==> src/rtl/led_pkg.sv <==
// Shared LED constants and helpers: default sizing, DUTY_MAX and the gamma curve,
// kept here so other LED blocks can reuse them.
package led_pkg;

  localparam int unsigned PWM_BITS_DEFAULT = 8;
  localparam logic [31:0] FADE_DIV_DEFAULT = 32'd105_467;
  localparam int unsigned GAMMA_MAX_BITS   = 16;

  function automatic int unsigned duty_max(input int unsigned bits);
    return (32'd1 << bits) - 32'd1;
  endfunction

  // (duty^2 + DUTY_MAX) >> bits: maps 0->0, 1->1, DUTY_MAX->DUTY_MAX
  function automatic logic [GAMMA_MAX_BITS-1:0] gamma(input logic [GAMMA_MAX_BITS-1:0] duty,
                                                      input int unsigned bits);
    logic [2*GAMMA_MAX_BITS-1:0] sq;
    sq = {16'd0, duty} * {16'd0, duty} + duty_max(bits);
    sq = sq >> bits;
    return sq[GAMMA_MAX_BITS-1:0];
  endfunction

endpackage

==> src/rtl/led_pwm_channel.sv <==
// One LED channel: saturating duty ramp, optional gamma (LED_PWM_GAMMA_EN), PWM compare flop.
module led_pwm_channel
  import led_pkg::*;
#(
  parameter int unsigned PWM_BITS   = PWM_BITS_DEFAULT,
  parameter bit          ACTIVE_LOW = 1'b1
) (
  input  logic                i_clk,
  input  logic                i_rst,
  input  logic                i_tick,
  input  logic                i_target,
  input  logic                i_en,
  input  logic [PWM_BITS-1:0] i_pwm_cnt,
  output logic                o_led,
  output logic                o_off_target
);

  localparam logic [PWM_BITS-1:0] DUTY_MAX = PWM_BITS'(duty_max(PWM_BITS));
  localparam logic [PWM_BITS-1:0] ONE      = PWM_BITS'(1);

  logic [PWM_BITS-1:0] r_duty;
  logic [PWM_BITS-1:0] w_eff;
  logic [PWM_BITS-1:0] w_endpoint;
  logic                r_led;

`ifdef LED_PWM_GAMMA_EN
  logic [GAMMA_MAX_BITS-1:0] w_gamma;
  assign w_gamma = gamma(GAMMA_MAX_BITS'(r_duty), PWM_BITS);
  assign w_eff   = w_gamma[PWM_BITS-1:0];
`else
  assign w_eff = r_duty;
`endif

  assign w_endpoint   = i_target ? DUTY_MAX : '0;
  assign o_off_target = (r_duty != w_endpoint);
  assign o_led        = r_led;

  always_ff @(posedge i_clk) begin
    if (i_rst) begin
      r_duty <= '0;
      r_led  <= ACTIVE_LOW;
    end else begin
      if (i_tick) begin
        if (i_target && (r_duty != DUTY_MAX)) begin
          r_duty <= r_duty + ONE;
        end else if (!i_target && (r_duty != '0)) begin
          r_duty <= r_duty - ONE;
        end
      end
      r_led <= i_en ? ((i_pwm_cnt < w_eff) ^ ACTIVE_LOW) : ACTIVE_LOW;
    end
  end

endmodule

==> src/rtl/led_pwm_fader.sv <==
// Per-channel LED PWM fader: shared PWM/fade counters, busy flag, CHANNELS channel instances.
// Build option: LED_PWM_GAMMA_EN selects gamma-corrected duty.
module led_pwm_fader
  import led_pkg::*;
#(
  parameter int unsigned CHANNELS   = 6,
  parameter int unsigned PWM_BITS   = PWM_BITS_DEFAULT,
  parameter logic [31:0] FADE_DIV   = FADE_DIV_DEFAULT,
  parameter bit          ACTIVE_LOW = 1'b1
) (
  input  logic                i_clk,
  input  logic                i_rst,
  input  logic [CHANNELS-1:0] i_led_target,
  input  logic                i_en,
  output logic [CHANNELS-1:0] o_led_out,
  output logic                o_fade_busy
);

  // Period is DUTY_MAX cycles so duty 0 is never on and DUTY_MAX is always on
  localparam logic [PWM_BITS-1:0] PWM_LAST = PWM_BITS'(duty_max(PWM_BITS) - 32'd1);
  localparam logic [PWM_BITS-1:0] PWM_ONE  = PWM_BITS'(1);

  logic [PWM_BITS-1:0] r_pwm_cnt;
  logic [31:0]         r_div_cnt;
  logic                r_fade_busy;
  logic                w_fade_tick;
  logic [CHANNELS-1:0] w_off_target;

  assign w_fade_tick = (r_div_cnt == FADE_DIV);
  assign o_fade_busy = r_fade_busy;

  always_ff @(posedge i_clk) begin
    if (i_rst) begin
      r_pwm_cnt   <= '0;
      r_div_cnt   <= '0;
      r_fade_busy <= 1'b0;
    end else begin
      r_pwm_cnt   <= (r_pwm_cnt == PWM_LAST) ? '0 : r_pwm_cnt + PWM_ONE;
      r_div_cnt   <= w_fade_tick ? '0 : r_div_cnt + 32'd1;
      r_fade_busy <= |w_off_target;
    end
  end

  for (genvar g = 0; g < CHANNELS; g++) begin : g_ch
    led_pwm_channel #(
      .PWM_BITS   (PWM_BITS),
      .ACTIVE_LOW (ACTIVE_LOW)
    ) u_ch (
      .i_clk        (i_clk),
      .i_rst        (i_rst),
      .i_tick       (w_fade_tick),
      .i_target     (i_led_target[g]),
      .i_en         (i_en),
      .i_pwm_cnt    (r_pwm_cnt),
      .o_led        (o_led_out[g]),
      .o_off_target (w_off_target[g])
    );
  end

endmodule

==> config.mk <==
export PLATFORM = sky130hd
export DESIGN_NAME = led_pwm_fader
export DESIGN_NICKNAME = d
export VERILOG_FILES = /design/src/rtl/led_pkg.sv /design/src/rtl/led_pwm_channel.sv /design/src/rtl/led_pwm_fader.sv
export SDC_FILE = /design/constraint.sdc
export NUM_CORES = 1
export LEC_CHECK = 0
export ABC_AREA = 1
export BUFFER_PORTS_ARGS = -buffer_cell sky130_fd_sc_hd__buf_2
export CORE_MARGIN = 10
export CORE_UTILIZATION = 50
export CTS_CLUSTER_DIAMETER = 50
export CTS_CLUSTER_SIZE = 28
export DETAILED_ROUTE_END_ITERATION = 10
export HOLD_SLACK_MARGIN = 0.08
export PLACE_DENSITY = 0.68
export SYNTH_ARGS = -nofsm -noshare
export SYNTH_HDL_FRONTEND = slang
export SYNTH_SLANG_ARGS = --single-unit
export TNS_END_PERCENT = 20
==> constraint.sdc <==
create_clock -name i_clk -period 1.9 [get_ports i_clk]
set_input_delay 0.38 -clock i_clk [delete_from_list [all_inputs] [get_ports i_clk]]
set_output_delay 0.38 -clock i_clk [all_outputs]
set_load 0.05 [all_outputs]
==> summary.json, run 1 <==
{
  "outcome": {"value": "complete, no violations"},
  "post-place-ws": {"value": -0.06295, "unit": "ns"},
  "synth_warnings": {"value": 0},
  "ioPinCount": {"value": 16},
  "standard_cell_area_after_detailed_placement": {"value": 8408, "unit": "µm²"},
  "dr.first_iter.drc_count": {"value": 377},
  "drc": {"value": 0},
  "timing.hold.ws": {"value": 0.4671, "unit": "ns"},
  "total_power": {"value": 4.497, "unit": "mW"},
  "finish.instance_area": {"value": 9495, "unit": "µm²"},
  "finalWorstPathRequiredPeriod": {"value": 1.877, "unit": "ns"},
  "routed_via_density": {"value": 5.122},
  "cell_internal_pwr": {"value": 3.281, "unit": "mW"},
  "sort_of_element_at_the_start_of_the_critical_path": {"value": "flip-flop"},
  "timing.clock.skew": {"value": 0.01588, "unit": "ns"},
  "swShare": {"value": 0.2704},
  "worst_skew_pair.late_latency": {"value": 0.36, "unit": "ns"},
  "cts-root-to-sink-buffers": {"value": 2},
  "power.share.clock": {"value": 0.432},
  "ys_ff_latch": {"value": 95},
  "via_count_of_the_first_global_routing_pass": {"value": 6819},
  "vias": {"value": 7402},
  "critPathMaxFanout": {"value": 6},
  "grt_setup_unrepaired": {"value": "true"},
  "gr-usage-met2": {"value": 0.2985},
  "cts_tree": {"value": "built"},
  "max_stage_delay": {"value": 0.37, "unit": "ns"},
  "postLayoutCoreUtil": {"value": 0.6509},
  "kind_of_end_point_of_the_critical_path": {"value": "flip-flop"},
  "worstPathArrival": {"value": 2.16, "unit": "ns"},
  "layout_worst_path_cycle_share": {"value": 0.9880},
  "grt_first_pass_wirelength": {"value": 31540, "unit": "µm"},
  "timing_max_transition_violations_final": {"value": 0},
  "finalWirelength": {"value": 19600, "unit": "µm"},
  "combinationalPowerShare": {"value": 0.116},
  "synth_top_cell_area_share": {"value": 0.2544},
  "cts.sinks": {"value": 95},
  "distinct_cells_synth": {"value": 36},
  "syn-mean-instance-area": {"value": 6.541, "unit": "µm²"},
  "holdCritPathClass": {"value": "reg2reg"},
  "vdd_drop_max": {"value": 0.3695, "unit": "mV"},
  "crit_family": {"value": "simple AND/OR/NAND/NOR gates"},
  "tritoncts.num_buffers": {"value": 9},
  "areaGrowthSynthToFinish": {"value": 27.01, "unit": "%"},
  "crit_chain": {"value": "nand2_2 > nor2_4 > nand2_2 > nand2_4 > buf_6 > fa_2 > nand3_2 > nand2_2 > nand2_1 > nand2_1 > xor2_1 > nand2_1 > a21oi_2"},
  "switchingPower": {"value": 1.216, "unit": "mW"},
  "maxCapViolations": {"value": 0},
  "fmaxAchievable": {"value": 532.7, "unit": "MHz"},
  "globalRoute.totalOverflow": {"value": 0},
  "async_reset_ff_frac": {"value": 0},
  "place_congestion": {"value": 0.9108},
  "seq_power_share": {"value": 0.452},
  "p_leak": {"value": 4.117, "unit": "nW"},
  "count_of_mapped_cells_out_of_synthesis": {"value": 1143},
  "placeable_core_area": {"value": 14590, "unit": "µm²"},
  "detailed_place_hpwl": {"value": 14340, "unit": "µm"},
  "ys.flop_type": {"value": "dfxtp_1"},
  "buffer_type_at_the_clock_tree_root": {"value": "clkbuf_16"},
  "fill_cells": {"value": 1308},
  "length_of_the_first_detailed_routing_pass_in_iterations": {"value": 5},
  "syn_nets": {"value": 1239},
  "slew_headroom": {"value": 0.6446},
  "synth_edf_count": {"value": 0},
  "r2r.worst_path.cells": {"value": 13},
  "number_of_antenna_violations_at_the_first_check_in_global_routing": {"value": 0},
  "post_cts_hold_buffer_count": {"value": 0},
  "clkTransAtPathRegs": {"value": 0.07, "unit": "ns"},
  "area_leader_netlist": {"value": "dfxtp_1"},
  "ys_top_cells_by_area": {"value": "dfxtp_1 25%, nand2_1 18%, ha_1 14%"},
  "antenna_cells": {"value": 0},
  "cp.required": {"value": 2.19, "unit": "ns"},
  "worst-slew-pin-transition": {"value": 0.5324, "unit": "ns"},
  "grt.met3_usage": {"value": 0.02136},
  "post-route-worst-setup-slack": {"value": 0.02285, "unit": "ns"},
  "nets": {"value": 1352},
  "synth_most_common_cell": {"value": "nand2_1"},
  "pwr_density_cell": {"value": 473.6, "unit": "nW/µm²"},
  "port-buffer-count": {"value": 15},
  "hold_viol_final": {"value": 0},
  "critical_path_buf_inv_count": {"value": 1},
  "grt_busiest_layer": {"value": "met2"},
  "pin_count_of_the_biggest_net_entering_global_routing": {"value": 22},
  "worst-setup-path-type": {"value": "reg2reg"},
  "avgRoutedWirePerCell": {"value": 13.56, "unit": "µm"},
  "worstSetupPathDepth": {"value": 13},
  "instances_no_fill": {"value": 1445},
  "die_w": {"value": 142.3, "unit": "µm"},
  "synth_commonest_cells": {"value": "353 x nand2_1, 143 x nor2_1, 140 x inv_1"},
  "use_met1": {"value": 0.2499},
  "global_route.usage.total": {"value": 0.1854},
  "number_of_rows_created_at_floorplan": {"value": 44},
  "slowest_cell_on_crit_path": {"value": "fa_2"},
  "post_route_cells_drive_above_1_share": {"value": 0.2419},
  "chipHeight": {"value": 142.3, "unit": "µm"},
  "ys_seq_area_frac": {"value": 0.2544},
  "route.antenna.remaining_nets": {"value": 0},
  "netlist_area": {"value": 7476, "unit": "µm²"},
  "min_path_cells": {"value": 1},
  "dp_cells": {"value": 1419},
  "ctsHtreeMaxLevel": {"value": 3},
  "floorplan.initialDensity": {"value": 0.5124},
  "setup_total_negative_slack": {"value": 0, "unit": "ns"},
  "design.die.area": {"value": 20240, "unit": "µm²"},
  "timing.final.setup_violations": {"value": 0}
}
[path summary, 6_finish.rpt]
kind,to,start,slack (ns)
worst max register to register,g_ch[2].u_ch.r_duty[6],g_ch[2].u_ch.r_duty[6],0.02
worst min register to register,r_div_cnt[0],r_div_cnt[0],0.47
worst max-delay path,g_ch[2].u_ch.r_duty[6],g_ch[2].u_ch.r_duty[6],0.02
worst min-delay path,r_div_cnt[0],r_div_cnt[0],0.47
[state kept, by name, indices dropped and copies added, names as in the netlist]
signal            count
g_ch.u_ch.o_led       6
g_ch.u_ch.r_duty     48
o_fade_busy           1
r_div_cnt            32
r_pwm_cnt             8
[cells in the final DEF, fill, tap and decap left out, types with 25 or more instances in the layout]
master,netlist,routed
ha_4,0,25
buf_4,9,92
nand2_2,3,36
inv_1,140,140
dfxtp_2,0,31
ha_1,81,54
nand3_1,67,65
nor2_1,143,123
dfxtp_1,95,64
nand4_1,29,29
nand2_1,353,310
a21oi_1,89,77
[routing by layer]
| layer | vias up | wire length (µm) |
|---|---|---|
| met5 | - | 0 |
| met1 | 3343 | 9311 |
| met2 | 128 | 9184 |
| met4 | 0 | 369 |
| met3 | 30 | 732 |
| li1 | 3901 | - |
[worst reg2reg max path, stage by stage, from the launching register on]
cell and delay, ns:
dfxtp_2 0.33, nand2_2 0.08, nor2_4 0.05, nand2_2 0.07, nand2_4 0.10, buf_6 0.15
fa_2 0.37, nand3_2 0.10, nand2_2 0.07, nand2_1 0.07, nand2_1 0.06, xor2_1 0.16
nand2_1 0.09, a21oi_2 0.12
[cell families (layout without fill, tap and decap cells)]
family / count (synthesis) / count (layout) / share of synthesized area
DFF: 95 / 95 / 0.2544
adders and majority gates: 87 / 87 / 0.1516
and+or+nand+nor: 633 / 633 / 0.3682
buffers and inverters: 158 / 276 / 0.08485
xor gates and xnor gates: 43 / 43 / 0.05038
AOI/OAI and AO/OA: 127 / 127 / 0.09055
[power by group through the flow]
stage	Clock [mW]	Sequential (mW)	Combinational, mW
floorplan	0	2.07	0.308
global placement	0	2.08	0.436
detailed placement	0	2.08	0.440
CTS	1.98	2.03	0.447
global route	2.05	2.04	0.583
finish	1.94	2.03	0.523
[what timing repair did]
item | CTS | global route
setup endpoints to repair | 9 | 53
pin swaps | 6 | 61
gates resized for setup | 8 | 169
buffers inserted | 2 | 8
[area by class of cell]
type	count	area (µm²)	area share
repair buffers	118	898.4	0.09461
multi-input cells	890	5582	0.5878
well taps	184	230.2	0.02425
clock inverters	7	86.33	0.009092
flip-flops and latches	95	1941	0.2044
clock buffers	9	225.2	0.02372
inverters	142	533.0	0.05613
Power figures use the tool's default switching activity.
==> run 2, diff against run 1 <==
Settings changed: SETUP_SLACK_MARGIN set to 0.15.
==> summary.json, run 2 (synthesized netlist as in run 1, its figures left out) <==
{
  "outcome": {"value": "complete, no violations", "change": "unchanged"},
  "dr.first_iter.drc_count": {"value": 453, "change": "was 377"},
  "critPathMaxFanout": {"value": 5, "change": "was 6"},
  "largest_reg_flops": {"value": 48, "change": "unchanged"},
  "post_route_cells_drive_above_1_share": {"value": 0.2773, "change": "was 0.2419"},
  "most-common-layout-cells": {"value": "301 x nand2_1, 140 x inv_1, 121 x nor2_1, 93 x buf_4, 74 x a21oi_1", "change": "was 310 x nand2_1, 140 x inv_1, 123 x nor2_1, 92 x buf_4, 77 x a21oi_1"},
  "maxCapViolations": {"value": 0, "change": "unchanged"},
  "seqCellArea": {"value": 1967, "unit": "µm²", "change": "was 1941 µm²"},
  "vias": {"value": 7558, "change": "was 7402"},
  "areaGrowthSynthToFinish": {"value": 29.92, "unit": "%", "change": "was 27.01%"},
  "nets": {"value": 1357, "change": "was 1352"},
  "ctsHtreeMaxLevel": {"value": 3, "change": "unchanged"},
  "finalWirelength": {"value": 20370, "unit": "µm", "change": "was 19600 µm"},
  "worst-setup-path-type": {"value": "reg2reg", "change": "unchanged"},
  "tritoncts.num_buffers": {"value": 9, "change": "unchanged"},
  "crit_family": {"value": "simple AND/OR/NAND/NOR gates", "change": "unchanged"},
  "seq_power_share": {"value": 0.469, "change": "was 0.452"},
  "swShare": {"value": 0.2662, "change": "was 0.2704"},
  "p_leak": {"value": 4.287, "unit": "nW", "change": "was 4.117 nW"},
  "die_w": {"value": 142.3, "unit": "µm", "change": "unchanged"},
  "port-buffer-count": {"value": 15, "change": "unchanged"},
  "timing.hold.ws": {"value": 0.4384, "unit": "ns", "change": "was 0.4671 ns"},
  "route.layer.met1.wl": {"value": 9471, "unit": "µm", "change": "was 9311 µm"},
  "cell_internal_pwr": {"value": 3.186, "unit": "mW", "change": "was 3.281 mW"},
  "max_stage_delay": {"value": 0.37, "unit": "ns", "change": "about the same"},
  "fill_cells": {"value": 1272, "change": "was 1308"},
  "critical_path_buf_inv_count": {"value": 2, "change": "was 1"},
  "floorplan.initialDensity": {"value": 0.5124, "change": "unchanged"},
  "avgRoutedWirePerCell": {"value": 14.05, "unit": "µm", "change": "was 13.56 µm"},
  "number_of_rows_created_at_floorplan": {"value": 44, "change": "unchanged"},
  "detailed_place_hpwl": {"value": 14070, "unit": "µm", "change": "was 14340 µm"},
  "place_congestion": {"value": 0.8901, "change": "was 0.9108"},
  "vdd_drop_max": {"value": 0.4359, "unit": "mV", "change": "was 0.3695 mV"},
  "multi_input_area": {"value": 5804, "unit": "µm²", "change": "was 5582 µm²"},
  "switchingPower": {"value": 1.156, "unit": "mW", "change": "was 1.216 mW"},
  "cts-root-to-sink-buffers": {"value": 2, "change": "unchanged"},
  "global_route.usage.total": {"value": 0.1887, "change": "was 0.1854"},
  "combinationalPowerShare": {"value": 0.120, "change": "was 0.116"},
  "timing_max_transition_violations_final": {"value": 0, "change": "unchanged"},
  "drc": {"value": 0, "change": "unchanged"},
  "finalWorstPathRequiredPeriod": {"value": 1.897, "unit": "ns", "change": "was 1.877 ns"},
  "cts.sinks": {"value": 95, "change": "unchanged"},
  "power.share.clock": {"value": 0.411, "change": "was 0.432"},
  "layout_worst_path_cycle_share": {"value": 0.9982, "change": "was 0.9880"},
  "post-place-ws": {"value": -0.04342, "unit": "ns", "change": "was -0.06295 ns"},
  "layout_top_registers": {"value": "g_ch.u_ch.r_duty: 48 flops, r_div_cnt: 32 flops, r_pwm_cnt: 8 flops", "change": "unchanged"},
  "buffer_type_at_the_clock_tree_root": {"value": "clkbuf_16", "change": "unchanged"},
  "fmaxAchievable": {"value": 527.3, "unit": "MHz", "change": "was 532.7 MHz"},
  "timing.clock.skew": {"value": 0.009561, "unit": "ns", "change": "was 0.01588 ns"},
  "ioPinCount": {"value": 16, "change": "unchanged"},
  "dp_cells": {"value": 1382, "change": "was 1419"},
  "wl_met3": {"value": 630, "unit": "µm", "change": "was 732 µm"},
  "pwr_density_cell": {"value": 447.0, "unit": "nW/µm²", "change": "was 473.6 nW/µm²"},
  "globalRoute.totalOverflow": {"value": 0, "change": "unchanged"},
  "design.die.area": {"value": 20240, "unit": "µm²", "change": "unchanged"},
  "cp.required": {"value": 2.15, "unit": "ns", "change": "was 2.19 ns"},
  "post-route-worst-setup-slack": {"value": 0.003481, "unit": "ns", "change": "was 0.02285 ns"},
  "grt_first_pass_wirelength": {"value": 31930, "unit": "µm", "change": "was 31540 µm"},
  "postLayoutCoreUtil": {"value": 0.6658, "change": "was 0.6509"},
  "length_of_the_first_detailed_routing_pass_in_iterations": {"value": 5, "change": "unchanged"},
  "pin_count_of_the_biggest_net_entering_global_routing": {"value": 20, "change": "was 22"},
  "number_of_antenna_violations_at_the_first_check_in_global_routing": {"value": 0, "change": "unchanged"},
  "placeable_core_area": {"value": 14590, "unit": "µm²", "change": "unchanged"},
  "clkTransAtPathRegs": {"value": 0.07, "unit": "ns", "change": "about the same"},
  "crit_chain": {"value": "nand2_2 > nor2_4 > nand2_4 > nand2_8 > buf_6 > fa_2 > nand3_2 > nand2_2 > buf_4 > xnor2_2 > nand3_1 > nand2_1 > a21oi_2", "change": "was nand2_2 > nor2_4 > nand2_2 > nand2_4 > buf_6 > fa_2 > nand3_2 > nand2_2 > nand2_1 > nand2_1 > xor2_1 > nand2_1 > a21oi_2"},
  "hold_viol_final": {"value": 0, "change": "unchanged"},
  "total_power": {"value": 4.342, "unit": "mW", "change": "was 4.497 mW"},
  "worstPathArrival": {"value": 2.15, "unit": "ns", "change": "was 2.16 ns"},
  "met2_length": {"value": 9968, "unit": "µm", "change": "was 9184 µm"},
  "finish.instance_area": {"value": 9713, "unit": "µm²", "change": "was 9495 µm²"},
  "highest-signal-layer": {"value": "met4", "change": "unchanged"},
  "setup_total_negative_slack": {"value": 0, "unit": "ns", "change": "unchanged"},
  "sort_of_element_at_the_start_of_the_critical_path": {"value": "flip-flop", "change": "unchanged"},
  "grt_setup_unrepaired": {"value": "true", "change": "unchanged"},
  "holdCritPathClass": {"value": "in2reg", "change": "was reg2reg"},
  "worst_skew_pair.late_latency": {"value": 0.36, "unit": "ns", "change": "about the same"},
  "cts_tree": {"value": "built", "change": "unchanged"},
  "slowest_cell_on_crit_path": {"value": "fa_2", "change": "unchanged"},
  "via_count_of_the_first_global_routing_pass": {"value": 6875, "change": "was 6819"},
  "standard_cell_area_after_detailed_placement": {"value": 8299, "unit": "µm²", "change": "was 8408 µm²"},
  "antenna_cells": {"value": 0, "change": "unchanged"},
  "top_register": {"value": "g_ch.u_ch.r_duty", "change": "unchanged"},
  "kind_of_end_point_of_the_critical_path": {"value": "flip-flop", "change": "unchanged"},
  "layout_commonest_cell": {"value": "nand2_1", "change": "unchanged"},
  "route.antenna.remaining_nets": {"value": 0, "change": "unchanged"},
  "worst-slew-pin-transition": {"value": 0.6020, "unit": "ns", "change": "was 0.5324 ns"},
  "crit_path_frequent_cell": {"value": "nand2_2"},
  "instances_no_fill": {"value": 1450, "change": "was 1445"},
  "timing.final.setup_violations": {"value": 0, "change": "unchanged"},
  "chipHeight": {"value": 142.3, "unit": "µm", "change": "unchanged"},
  "slew_headroom": {"value": 0.5960, "change": "was 0.6446"},
  "routed_via_density": {"value": 5.212, "change": "was 5.122"}
}
==> run 2: cell count changes in the layout (fill, tap and decap cells not counted), sizes merged <==
cell,previous run,this run
buf,118,117
inv,145,142
clkinv,2,3
nand2,358,364
bufinv,1,0
clkbuf,9,12
==> run 2: final cells by class <==
class                           count  share of cell area
Clock buffer                       12             0.02641
Clock inverter                      4            0.003092
Inverter                          142             0.05488
Multi-Input combinational cell    896              0.5976
Sequential cell                    95              0.2025
Tap cell                          184             0.02370
Timing Repair Buffer              117             0.09185
==> run 2: worst paths after layout <==
path / cells past startpoint / slack (ns) / from / endpoint
worst max-delay path: 13 / 0.003 / g_ch[1].u_ch.r_duty[6] / g_ch[1].u_ch.r_duty[4]
worst min-delay path: 4 / 0.44 / i_en / g_ch[2].u_ch.o_led
worst max register to register: 13 / 0.003 / g_ch[1].u_ch.r_duty[6] / g_ch[1].u_ch.r_duty[4]
worst min register to register: 2 / 0.48 / r_div_cnt[31] / r_div_cnt[31]
==> run 2: what timing repair did <==
item,CTS,global route
hold endpoints to repair,0,0
pin swaps,49,99
setup buffers,26,20
gates cloned,5,1
gates resized for setup,51,127
setup endpoints to repair,31,79
hold buffers,0,0
==> run 2: power by group through the flow <==
stage | registers, mW | logic (mW) | clock network [mW]
final | 2.04 | 0.519 | 1.79
after global routing | 2.04 | 0.579 | 1.88
after CTS | 2.03 | 0.454 | 1.81
after detailed placement | 2.08 | 0.420 | 0
after global placement | 2.08 | 0.415 | 0
after floorplan | 2.07 | 0.321 | 0
==> run 2: worst reg2reg max path: stages (launching register included) <==
cell and delay, ns:
dfxtp_2 0.34, nand2_2 0.10, nor2_4 0.06, nand2_4 0.09
nand2_8 0.08, buf_6 0.13, fa_2 0.37, nand3_2 0.10
nand2_2 0.07, buf_4 0.14, xnor2_2 0.12, nand3_1 0.09
nand2_1 0.08, a21oi_2 0.03
==> run 2: per-layer routing <==
layer / up-vias / global-route usage
li1: 3914 / -
met1: 3507 / 0.2479
met2: 117 / 0.3158
met3: 20 / 0.02203
met4: 0 / 0.05702
met5: - / 0
